## src/rtl/jk_div_pkg.sv

```systemverilog
// Shared types for the JK clock-divider controller: FSM states and {J,K} opcodes.
package jk_div_pkg;

  typedef enum logic [1:0] {
    IDLE = 2'd0,
    RUN  = 2'd1,
    DONE = 2'd2
  } state_t;

  localparam logic [1:0] JK_HOLD = 2'b00;
  localparam logic [1:0] JK_CLR  = 2'b01;
  localparam logic [1:0] JK_SET  = 2'b10;
  localparam logic [1:0] JK_TOG  = 2'b11;

endpackage

```

## src/rtl/jk_ff.sv

```systemverilog
// Rising-edge JK flip-flop with asynchronous active-low reset to 0.
module jk_ff
  import jk_div_pkg::*;
(
  input  logic clk,
  input  logic rst_n,
  input  logic j,
  input  logic k,
  output logic q
);

  always_ff @(posedge clk or negedge rst_n) begin
    if (!rst_n) begin
      q <= 1'b0;
    end else begin
      case ({j, k})
        JK_HOLD: q <= q;
        JK_CLR:  q <= 1'b0;
        JK_SET:  q <= 1'b1;
        default: q <= ~q;
      endcase
    end
  end

endmodule

```

## src/rtl/jk_div_ctrl.sv

```systemverilog
// Burst clock-divider sequencer driving a single JK flop.
// Build option: JK_DIV_CONT_EN makes pulses==0 a continuous run instead of an error.
//
// Handshake: start/stop are level requests sampled on the rising clock edge; start is
// honoured only in IDLE with stop low, stop only in RUN (in IDLE it masks start).
module jk_div_ctrl
  import jk_div_pkg::*;
#(
  parameter int CNT_W = 5,
  parameter int PW    = 8
) (
  input  logic             clk,
  input  logic             rst_n,
  input  logic             start,
  input  logic             stop,
  input  logic [CNT_W-1:0] div_n,
  input  logic [PW-1:0]    pulses,
  output logic             q,
  output logic             busy,
  output logic             done,
  output logic             err
);

  state_t           state, state_n;
  logic [CNT_W-1:0] hcnt, hcnt_n, div_l;
  logic [PW-1:0]    pcnt, pcnt_n, pulses_l;
  logic [1:0]       jk;
  logic             load, err_n, bad_cfg, cont;

`ifdef JK_DIV_CONT_EN
  assign bad_cfg = (div_n == '0);
  assign cont    = (pulses_l == '0);
`else
  assign bad_cfg = (div_n == '0) || (pulses == '0);
  assign cont    = 1'b0;
`endif

  always_comb begin
    state_n = state;
    hcnt_n  = hcnt;
    pcnt_n  = pcnt;
    jk      = JK_HOLD;
    load    = 1'b0;
    err_n   = 1'b0;
    case (state)
      IDLE: begin
        jk = JK_CLR;
        if (start && !stop) begin
          if (bad_cfg) begin
            err_n = 1'b1;
          end else begin
            load    = 1'b1;
            hcnt_n  = '0;
            pcnt_n  = '0;
            state_n = RUN;
          end
        end
      end
      RUN: begin
        if (stop) begin
          jk      = JK_CLR;
          state_n = IDLE;
        end else if (hcnt == div_l - CNT_W'(1)) begin
          jk     = JK_TOG;
          hcnt_n = '0;
          // q currently high means this toggle is a falling edge: one period complete
          if (q && !cont) begin
            if (pcnt == pulses_l - PW'(1)) state_n = DONE;
            else                           pcnt_n  = pcnt + PW'(1);
          end
        end else begin
          hcnt_n = hcnt + CNT_W'(1);
        end
      end
      DONE: begin
        jk      = JK_CLR;
        state_n = IDLE;
      end
      default: begin
        jk      = JK_CLR;
        state_n = IDLE;
      end
    endcase
  end

  always_ff @(posedge clk or negedge rst_n) begin
    if (!rst_n) begin
      state    <= IDLE;
      hcnt     <= '0;
      pcnt     <= '0;
      div_l    <= '0;
      pulses_l <= '0;
      err      <= 1'b0;
    end else begin
      state <= state_n;
      hcnt  <= hcnt_n;
      pcnt  <= pcnt_n;
      err   <= err_n;
      if (load) begin
        div_l    <= div_n;
        pulses_l <= pulses;
      end
    end
  end

  assign busy = (state == RUN);
  assign done = (state == DONE);

  jk_ff u_ff (
    .clk   (clk),
    .rst_n (rst_n),
    .j     (jk[1]),
    .k     (jk[0]),
    .q     (q)
  );

endmodule

```

## config.mk

```make
export PLATFORM = sky130hd
export DESIGN_NAME = jk_div_ctrl
export DESIGN_NICKNAME = d
export VERILOG_FILES = /design/src/rtl/jk_div_pkg.sv /design/src/rtl/jk_ff.sv /design/src/rtl/jk_div_ctrl.sv
export SDC_FILE = /design/constraint.sdc
export NUM_CORES = 1
export LEC_CHECK = 0
export ABC_CLOCK_PERIOD_IN_PS = 3000
export CAP_MARGIN = 40
export CORE_UTILIZATION = 55
export DETAILED_ROUTE_END_ITERATION = 10
export GPL_TIMING_DRIVEN = 1
export PLACE_DENSITY_LB_ADDON = 0.05
export REMOVE_ABC_BUFFERS = 1
export SLEW_MARGIN = 10
export SYNTH_ARGS = -nofsm -noshare
export SYNTH_HDL_FRONTEND = slang
export SYNTH_SLANG_ARGS = --single-unit
```

## constraint.sdc

```tcl
create_clock -name clk -period 3 [get_ports clk]
set_input_delay 0.6 -clock clk [delete_from_list [all_inputs] [get_ports clk]]
set_output_delay 0.6 -clock clk [all_outputs]
set_load 0.01 [all_outputs]
```

==> out/summary.txt <==
Outcome: complete, no violations
Drt first-iter violations: 96
Vias: 1563
Sum of negative setup slack: 0 ps
# IOs: 21
Number of routed nets with antenna violations: 0
Ys Warns: 0
Max Freq: 403 MHz
DR WL/cell: 14.3 um
Root buffer cell: clkbuf_4
Cell row count: 20
Die ar.: 3500 um^2
Clock transition at the registers of the reported paths: 90 ps
CTS Buffer Depth: 2
Total power: 1.08 mW
Post-synthesis simple-gate area fraction: 25.9%
Seq/Total Area, Yosys: 41.7%
DR vias/cell: 5.75
Area Growth Syn to Fin: 16.0%
Most frequent cells in the layout: nand2_1, dfrtp_1, clkdlybuf4s50_1
Hold-fix buffers at CTS: 0
Peak supply drop: 0.323 mV
Final WL: 3900 um
Slew Limit Headroom: 63.0%
Tot GR Track Use: 26.8%
RR Endpoint: pcnt[0]$_DFFE_PN0P_
Post-synthesis xor/xnor area fraction: 7.30%
DP Area: 2030 um^2
First-pass GRT wire length: 6840 um
Initial antenna violation count: 0
Setup Viol. Count Final: 0
Final GP Congestion: 0.777
Fraction of registers with async set/reset: 100%
Max Cap Violations: 0
CTS H-tree lvls: 2
Die Wd: 59.2 um
Hold wc startpoint: pulses_l[7]$_DFFE_PN0P_
Final HPWL from detailed placement: 2880 um
Final Max Slew Viols: 0
Largest net degree at the start of global routing: 31
Pwr Density: 520 nW/um^2
Worst-Skew Late Latency: 340 ps
DRC: 0
Worst hold path depth: 2
Finished Cell Area: 2090 um^2
Fin. Hold Viols: 0
CTS tree: built
Drt first pass iters: 4
Least-Margin Pin Slew: 548 ps
Fin crit period: 2480 ps
Std-Cell Core Area: 3080 um^2
Crit start category: register
Final #Nets: 248
Synthesized flop and latch total: 30
R2R cell count: 8
Post-synth top area share: 41.7%
Most common cell after layout, fill and taps aside: nand2_1
Main combinational cell family by area after synthesis: simple AND/OR/NAND/NOR gates
Mean Syn Cell Area: 8.82 um^2
Area contributors post-synth: dfrtp_1, nand2_1, xnor2_1
Data arrival time of the worst path: 2740 ps
IO buf count: 20
Worst Hold Class: reg2reg
Crit end category: register
Layout cell share with drive strength beyond 1: 8.77%
Total CTS buffers: 5
Die Y: 59.2 um
Number of global-route vias before repair: 1547
Hold Path Sink: pulses_l[7]$_DFFE_PN0P_
Grt ovf: 0
Final Cycle Share: 82.7%
Multiplexer share of the synthesized area: 0%
Initial core utilization: 58.5%
Post-CTS setup buffer count: 0
Hold slack: 507 ps
PostCTS Resize Cnt: 0
Crit Path Max Fanout: 14
Post-synth EDFFs: 0
Area leader, netlist: dfrtp_1
Post-Synthesis Cells: 204
P_leak: 0.930 nW
RSZ-0062 raised after global routing: false
Ant diodes: 0
Clock Sinks: 30
Primary FF master, synth: dfrtp_1
Post-synthesis compound-gate area fraction: 17.2%
Worst Clk Skew: 7.30 ps
Crit Path Class: reg2reg
Reg2Reg Setup Slack: 520 ps
Required time of the critical path: 3260 ps
Post-Synthesis Cell Area: 1800 um^2
Adder-cell share of the synthesized area: 2.78%
Distinct cells, synth: 45
Worst r2r src: pulses_l[0]$_DFFE_PN0P_
-- final cells by class --
| type | instances | area [um^2] |
|---|---|---|
| flip-flops and latches | 30 | 751 |
| multi-input cells | 156 | 957 |
| well taps | 44 | 55.1 |
| fillers | 278 | 991 |
| clock inverters | 1 | 5.00 |
| repair buffers | 23 | 223 |
| inverters | 11 | 41.3 |
| clock buffers | 7 | 55.1 |
-- kinds of logic after synthesis --
| logic type | count (synthesis) |
|---|---|
| buffers and inverters | 18 |
| flip-flops | 30 |
| AND/OR/NAND/NOR | 92 |
| AO/OA/AOI/OAI | 45 |
| adder cells (fa/ha/maj) | 4 |
| XOR/XNOR | 15 |
-- sequential cells by signal, summed over array words and instances (netlist names) --
name / flops
state: 2
err: 1
hcnt: 5
pcnt: 8
div_l: 5
pulses_l: 8
u_ff.q: 1
-- worst max path at each step --
stage	startpoint	to	slack, ps	cells past startpoint
after detailed placement	stop	hcnt[4]$_DFFE_PN0P_	420	6
after CTS	pulses_l[0]$_DFFE_PN0P_	pcnt[0]$_DFFE_PN0P_	540	8
final	pulses_l[0]$_DFFE_PN0P_	pcnt[0]$_DFFE_PN0P_	520	8
after global placement	stop	hcnt[3]$_DFFE_PN0P_	450	6
after global routing	div_l[0]$_DFFE_PN0P_	pcnt[6]$_DFFE_PN0P_	330	8
after floorplan	stop	pcnt[0]$_DFFE_PN0P_	520	4
-- critical path, cell delays in order, from the launching register on --
cell	delay, ps
dfrtp_1	450
inv_1	80
ha_1	270
nand2b_1	180
o211a_1	130
o31a_1	240
or3_1	590
a31o_1	310
a31oi_1	160
-- cell usage after synthesis (all sizes together), types with 2 or more instances --
master	n
a22o	3
nand3	5
xor2	6
nand4b	2
nand4	5
and3	8
clkbuf	3
inv	11
nor2	10
xnor2	9
dfrtp	30
o21ai	13
nor3	6
nand2b	6
nor4	3
a21oi	10
ha	4
nand2	37
nor2b	7
o211ai	2
buf	4
a31o	4
-- power breakdown --
| part | internal [mW] | leakage, nW | switching [mW] |
|---|---|---|---|
| Clock | 0.113 | 0.0353 | 0.141 |
| Combinational | 0.145 | 0.503 | 0.158 |
| Sequential | 0.456 | 0.391 | 0.0718 |
-- metrics by stage --
stage | cells | utilization [%] | setup WS, ps
after detailed placement | 264 | 65.9 | 419
after global placement | 264 | 65.9 | 445
after floorplan | 197 | - | 515
final | 272 | 67.8 | 520
after global routing | 272 | 67.8 | 327
after CTS | 272 | 67.8 | 538
-- per-layer routing --
layer	part of all wire (%)	track usage [%]	vias to the layer above
met5	0	0	-
met4	2.0	11.9	0
met2	51	46.4	23
li1	-	-	764
met3	2.9	6.77	9
met1	44	30.9	767
(Power assumes the default switching activity.)
